[src/rtl/lampfpu_sqrt_issue_if.sv]
// rtl/lampfpu_sqrt_issue_if.sv - dispatch-side operand/result handshake bundle for lampfpu_sqrt_issue
interface lampfpu_sqrt_issue_if #(
   parameter int LAMP_FLOAT_DW = 16
);
   logic                     op_valid_i;
   logic                     op_ready_o;
   logic [LAMP_FLOAT_DW-1:0] op_i;
   logic                     res_valid_o;
   logic                     res_ready_i;
   logic [LAMP_FLOAT_DW-1:0] res_o;
   logic                     invalid_o;

   // dispatch logic / result consumer side
   modport master (
      output op_valid_i,
      output op_i,
      output res_ready_i,
      input  op_ready_o,
      input  res_valid_o,
      input  res_o,
      input  invalid_o
   );

   // issue stage side
   modport slave (
      input  op_valid_i,
      input  op_i,
      input  res_ready_i,
      output op_ready_o,
      output res_valid_o,
      output res_o,
      output invalid_o
   );
endinterface

[src/rtl/lampfpu_sqrt_issue.sv]
// rtl/lampfpu_sqrt_issue.sv - bfloat16 sqrt issue/retire stage; optional LAMP_SQRT_SPECIAL_BYPASS_EN resolves specials locally
module lampfpu_sqrt_issue #(
   parameter int LAMP_FLOAT_DW   = 16,
   parameter int LAMP_FLOAT_E_DW = 8,
   parameter int LAMP_FLOAT_F_DW = 7
) (
   input  logic                       clk,
   input  logic                       rst,
   lampfpu_sqrt_issue_if.slave        bus,
   output logic                       doSqrt_o,
   output logic                       signum_op_o,
   output logic [LAMP_FLOAT_E_DW-1:0] extExp_op_o,
   output logic [LAMP_FLOAT_F_DW:0]   extMant_op_o,
   output logic                       isZero_op_o,
   output logic                       isInf_op_o,
   output logic                       isSNAN_op_o,
   output logic                       isQNAN_op_o,
   input  logic                       sqrtValid_i,
   input  logic                       sqrtS_i,
   input  logic [LAMP_FLOAT_E_DW-1:0] sqrtE_i,
   input  logic [LAMP_FLOAT_F_DW-1:0] sqrtF_i
);

   typedef enum logic [1:0] {
      IDLE = 2'd0,
      SQRT = 2'd1,
      DONE = 2'd2
   } state_t;

   state_t state_q, state_d;

   logic                       accept;
   logic                       capture;

   // classification of the operand on the bus (only meaningful while accepting)
   logic                       in_s;
   logic [LAMP_FLOAT_E_DW-1:0] in_e;
   logic [LAMP_FLOAT_F_DW-1:0] in_f;
   logic                       in_zero;
   logic                       in_exp_max;
   logic                       in_inf;
   logic                       in_snan;
   logic                       in_qnan;
   logic                       in_invalid;

   logic [LAMP_FLOAT_DW-1:0]   res_q;
   logic                       invalid_q;

`ifdef LAMP_SQRT_SPECIAL_BYPASS_EN
   localparam logic [LAMP_FLOAT_DW-1:0] CANON_NAN = LAMP_FLOAT_DW'('h7FC0);
   localparam logic [LAMP_FLOAT_DW-1:0] POS_INF   = LAMP_FLOAT_DW'('h7F80);
   logic                       in_special;
   logic [LAMP_FLOAT_DW-1:0]   bypass_res;
`endif

   // unpack and classify the incoming operand; denormals classify as zero
   always_comb begin
      in_s       = bus.op_i[LAMP_FLOAT_DW-1];
      in_e       = bus.op_i[LAMP_FLOAT_DW-2 -: LAMP_FLOAT_E_DW];
      in_f       = bus.op_i[LAMP_FLOAT_F_DW-1:0];
      in_zero    = (in_e == '0);
      in_exp_max = (in_e == '1);
      in_inf     = in_exp_max && (in_f == '0);
      in_snan    = in_exp_max && (in_f != '0) && !in_f[LAMP_FLOAT_F_DW-1];
      in_qnan    = in_exp_max && in_f[LAMP_FLOAT_F_DW-1];
      in_invalid = in_snan || (in_s && !in_zero && !(in_snan || in_qnan));
   end

`ifdef LAMP_SQRT_SPECIAL_BYPASS_EN
   // specials (zero, inf, NaN, any negative) never need the iterative unit
   always_comb begin
      in_special = in_zero || in_exp_max || in_s;
      if (in_zero)
         bypass_res = {in_s, {(LAMP_FLOAT_DW-1){1'b0}}};
      else if (in_inf && !in_s)
         bypass_res = POS_INF;
      else
         bypass_res = CANON_NAN;
   end
`endif

   // state register
   always_ff @(posedge clk) begin
      if (rst)
         state_q <= IDLE;
      else
         state_q <= state_d;
   end

   // next-state and handshake strobes
   always_comb begin
      state_d = state_q;
      accept  = 1'b0;
      capture = 1'b0;
      case (state_q)
         IDLE: begin
            if (bus.op_valid_i) begin
               accept  = 1'b1;
`ifdef LAMP_SQRT_SPECIAL_BYPASS_EN
               state_d = in_special ? DONE : SQRT;
`else
               state_d = SQRT;
`endif
            end
         end
         SQRT: begin
            if (sqrtValid_i) begin
               capture = 1'b1;
               state_d = DONE;
            end
         end
         DONE: begin
            if (bus.res_ready_i)
               state_d = IDLE;
         end
         default: state_d = IDLE;
      endcase
   end

   // operand/class registers feeding the sqrt unit, plus result and flag capture
   always_ff @(posedge clk) begin
      if (rst) begin
         signum_op_o  <= 1'b0;
         extExp_op_o  <= '0;
         extMant_op_o <= '0;
         isZero_op_o  <= 1'b0;
         isInf_op_o   <= 1'b0;
         isSNAN_op_o  <= 1'b0;
         isQNAN_op_o  <= 1'b0;
         invalid_q    <= 1'b0;
         res_q        <= '0;
      end else if (accept) begin
         signum_op_o  <= in_s;
         extExp_op_o  <= in_e;
         extMant_op_o <= in_zero ? '0 : {1'b1, in_f};
         isZero_op_o  <= in_zero;
         isInf_op_o   <= in_inf;
         isSNAN_op_o  <= in_snan;
         isQNAN_op_o  <= in_qnan;
         invalid_q    <= in_invalid;
`ifdef LAMP_SQRT_SPECIAL_BYPASS_EN
         res_q        <= bypass_res;
`endif
      end else if (capture) begin
         res_q        <= {sqrtS_i, sqrtE_i, sqrtF_i};
      end
   end

   // state-decoded handshake outputs; ready is masked while reset is held
   always_comb begin
      bus.op_ready_o  = (state_q == IDLE) && !rst;
      bus.res_valid_o = (state_q == DONE);
      bus.res_o       = res_q;
      bus.invalid_o   = invalid_q;
      doSqrt_o        = (state_q == SQRT);
   end

endmodule

[src/flat_wrapper.sv]
// flat-port wrapper written by rule: the top's interface ports become plain ports
module lampfpu_sqrt_issue_flat 
#(
   parameter int LAMP_FLOAT_DW   = 16,
   parameter int LAMP_FLOAT_E_DW = 8,
   parameter int LAMP_FLOAT_F_DW = 7
)
  (clk, rst, doSqrt_o, signum_op_o, extExp_op_o, extMant_op_o, isZero_op_o, isInf_op_o, isSNAN_op_o, isQNAN_op_o, sqrtValid_i, sqrtS_i, sqrtE_i, sqrtF_i, bus_op_valid_i, bus_op_i, bus_res_ready_i, bus_op_ready_o, bus_res_valid_o, bus_res_o, bus_invalid_o);
  lampfpu_sqrt_issue_if #(.LAMP_FLOAT_DW(LAMP_FLOAT_DW)) bus_i ();
  input  logic clk;
  input  logic rst;
  output logic doSqrt_o;
  output logic signum_op_o;
  output logic [LAMP_FLOAT_E_DW-1:0] extExp_op_o;
  output logic [LAMP_FLOAT_F_DW:0] extMant_op_o;
  output logic isZero_op_o;
  output logic isInf_op_o;
  output logic isSNAN_op_o;
  output logic isQNAN_op_o;
  input  logic sqrtValid_i;
  input  logic sqrtS_i;
  input  logic [LAMP_FLOAT_E_DW-1:0] sqrtE_i;
  input  logic [LAMP_FLOAT_F_DW-1:0] sqrtF_i;
  input wire logic [$bits(bus_i.op_valid_i)-1:0] bus_op_valid_i;
  input wire logic [$bits(bus_i.op_i)-1:0] bus_op_i;
  input wire logic [$bits(bus_i.res_ready_i)-1:0] bus_res_ready_i;
  output wire logic [$bits(bus_i.op_ready_o)-1:0] bus_op_ready_o;
  output wire logic [$bits(bus_i.res_valid_o)-1:0] bus_res_valid_o;
  output wire logic [$bits(bus_i.res_o)-1:0] bus_res_o;
  output wire logic [$bits(bus_i.invalid_o)-1:0] bus_invalid_o;
  assign bus_i.op_valid_i = bus_op_valid_i;
  assign bus_i.op_i = bus_op_i;
  assign bus_i.res_ready_i = bus_res_ready_i;
  assign bus_op_ready_o = bus_i.op_ready_o;
  assign bus_res_valid_o = bus_i.res_valid_o;
  assign bus_res_o = bus_i.res_o;
  assign bus_invalid_o = bus_i.invalid_o;
  lampfpu_sqrt_issue #(.LAMP_FLOAT_DW(LAMP_FLOAT_DW), .LAMP_FLOAT_E_DW(LAMP_FLOAT_E_DW), .LAMP_FLOAT_F_DW(LAMP_FLOAT_F_DW)) u_core (.clk(clk), .rst(rst), .bus(bus_i), .doSqrt_o(doSqrt_o), .signum_op_o(signum_op_o), .extExp_op_o(extExp_op_o), .extMant_op_o(extMant_op_o), .isZero_op_o(isZero_op_o), .isInf_op_o(isInf_op_o), .isSNAN_op_o(isSNAN_op_o), .isQNAN_op_o(isQNAN_op_o), .sqrtValid_i(sqrtValid_i), .sqrtS_i(sqrtS_i), .sqrtE_i(sqrtE_i), .sqrtF_i(sqrtF_i));
endmodule
[config.mk]
export PLATFORM = sky130hd
export DESIGN_NAME = lampfpu_sqrt_issue_flat
export DESIGN_NICKNAME = d
export VERILOG_FILES = /design/src/rtl/lampfpu_sqrt_issue_if.sv /design/src/rtl/lampfpu_sqrt_issue.sv /design/src/flat_wrapper.sv
export SDC_FILE = /design/constraint.sdc
export NUM_CORES = 1
export LEC_CHECK = 0
export ABC_AREA = 1
export CAP_MARGIN = 20
export CORE_MARGIN = 4
export CORE_UTILIZATION = 43
export DETAILED_ROUTE_END_ITERATION = 10
export PLACE_DENSITY = 0.94
export SYNTH_ARGS = -nofsm -noshare
export SYNTH_HDL_FRONTEND = slang
export SYNTH_SLANG_ARGS = --single-unit
export TNS_END_PERCENT = 100
[constraint.sdc]
create_clock -name clk -period 1.6 [get_ports clk]
set_input_delay 0.4 -clock clk [delete_from_list [all_inputs] [get_ports clk]]
set_output_delay 0.4 -clock clk [all_outputs]
set_load 0.03 [all_outputs]
==> results.ini <==
[run_status]
status=complete, no violations

[logic_synthesis]
netlist.area_leader.share_pct=49.7
synth_area_leaders=dfxtp_1, nand2_1, nor2_1
netlist_instances=216
synth_seq_cells=40
syn_area_um2=1610
syn_area_per_cell_um2=7.47
synth_warnings=0
synth_edf_count=0
synth_fp_nets=253
synth-async-reset-ratio_pct=0
synth_common_cells=nand2_1, dfxtp_1, nor2_1, a21oi_1, nand3_1
synthMostInstantiatedCell=nand2_1
synth_seq_area_share_pct=49.7
ys.flop_type=dfxtp_1
synth_cell_types=18
synth_top_cell_by_area=dfxtp_1

[timing]
slew_violations=0
relSlewSlack_pct=78.7
max_freq_ghz=0.641
setup_viol=0
finClkSkew_ns=0.00481
post-route-period-util_pct=97.5
worst_pin_slew_ns=0.320
finalCriticalPeriod_ns=1.56
finalHoldViolCount=0
tns_ns=0
rsz0062_at_grt=false

[routing]
vias_per_cell=4.92
drtAntennaViolNets=0
drcViolationCount=0
dr.pass1.iters=4
wl_per_cell_um=12.7
drt_wl_total_mm=4.39
dr.first_iter.drc_count=94
vias=1703

[power_and_ir_drop]
power_leakage_nw=1.15
swShare_pct=28.8
vdd_drop_max_uv=779
clockPowerShare_pct=29.5
p_int_mw=1.62
power_mw=2.28
comb_power_share_pct=22.8
switching_power_uw=657
p_per_area_nw_per_um2=919
pwr-share-seq_pct=47.7

[worst_hold_path]
whs_path_depth=2
hold_class=flop to flop

[placement]
gp_congestion=0.811
io_buffers=77
hpwlAfterDp_mm=3.34

[clock_network]
cts_resized=38
clock-sinks=40
holdBufCountCts=0
cts_max_path_buffers=2
numCtsBuffers=5
clk_pin_slew_ns=0.07
h-tree-depth=2
clkLatencyLatePin_ns=0.28
cts_tree=done
cts-root-buf=clkbuf_8
cts_setup_buffers=0

[run]
maxCapViolCount=0

[worst_setup_path]
r2r_cells=6
critPathRequiredTime_ns=1.20
crit_arrival_ns=1.16
critPathKind=primary input to output port
worstSetupEndpointType=output port
cp-start-kind=primary input
cp_max_fo=2

[global_route]
grt_pass1_wl_mm=7.45
grt_max_degree=18
antenna_found_initial=0
overflow=0
grt_pass1_vias=1665
track_usage_pct=18.7

[die]
die_x_um=69.2
io-pin-count=78
die-height_um=69.2
dieArea_um2=4790
start_util_pct=46.5
rows=21
core-area_um2=3470

[cells_and_area]
antenna_cells=0
area_delta_synth_final_pct=53.7
drive_gt1_share_pct=8.67
fin_nets=336

-- worst paths after layout --
check | from | end | slack, ns
worst min register to register | u_core.bus.res_o[10]$_SDFFE_PP0P_ | u_core.bus.res_o[10]$_SDFFE_PP0P_ | 0.46
worst max-delay path | rst | bus_op_ready_o | 0.04
worst max register to register | u_core.state_q[1]$_SDFFE_PP0P_ | u_core.isZero_op_o$_SDFFE_PP0N_ | 0.43
worst min-delay path | u_core.bus.res_o[10]$_SDFFE_PP0P_ | u_core.bus.res_o[10]$_SDFFE_PP0P_ | 0.46
-- cell usage in the layout, fill, tap and decap left out, types with 6 or more instances in the layout --
master and n:
a21oi_1 28, o21ai_0 14, dfxtp_1 40, nand2_1 48
clkdlybuf4s50_1 36, clkbuf_8 6, nand3_1 18, buf_4 13
dlygate4sd2_1 38, inv_1 11, nor2_1 38
-- power groups by stage --
| stage | sequential [mW] | clock (mW) | combinational, mW |
|---|---|---|---|
| global placement | 1.11 | 0 | 0.550 |
| finish | 1.09 | 0.671 | 0.520 |
| floorplan | 1.22 | 0 | 0.182 |
| global route | 1.09 | 0.729 | 0.560 |
| CTS | 1.09 | 0.683 | 0.523 |
| detailed placement | 1.11 | 0 | 0.559 |
-- per-stage QoR --
step                utilization [%]  cells  hold slack, ns  instance area [um2]  setup slack [ns]
global placement               70.2    338           0.448                 2440            0.0160
detailed placement             70.2    338           0.453                 2440          -0.00717
floorplan                         -    216           0.543                 1610            0.0122
CTS                            71.5    346           0.461                 2480            0.0431
global route                   71.5    346           0.481                 2480            0.0216
finish                         71.5    346           0.458                 2480            0.0395
-- sequential cells by signal (all words and copies together) (netlist names) --
name,flops
u_core.bus.res_o,16
u_core.extExp_op_o,8
u_core.extMant_op_o,8
u_core.state_q,2
u_core.bus.invalid_o,1
u_core.isInf_op_o,1
u_core.isQNAN_op_o,1
u_core.isSNAN_op_o,1
u_core.isZero_op_o,1
u_core.signum_op_o,1
-- layout make-up --
cell class / count / area [um2]
Clock buffer: 8 / 90.1
Fill cell: 296 / 990
Inverter: 13 / 48.8
Multi-Input combinational cell: 152 / 691
Sequential cell: 40 / 801
Tap cell: 46 / 57.6
Timing Repair Buffer: 87 / 791
-- metal layers --
metal  global-route usage, %  vias to the layer above  wire length, um
met5                       0                        -                0
met4                    6.94                        0              102
met3                    6.23                       14              343
met2                    29.9                       80             2040
met1                    23.5                      750             1900
li1                        -                      859                -
-- worst max-delay path: stages --
cell             delay [ns]
clkdlybuf4s50_1        0.45
nor2_1                 0.13
buf_4                  0.17
-- cells by family after synthesis --
| kind of cell | Yosys count | share of synthesized area (%) |
|---|---|---|
| simple gates | 109 | 29.2 |
| compound gates | 43 | 13.6 |
| buf+inv | 24 | 7.53 |
| flops | 40 | 49.7 |
No activity file was read; power rests on OpenSTA's default activity.
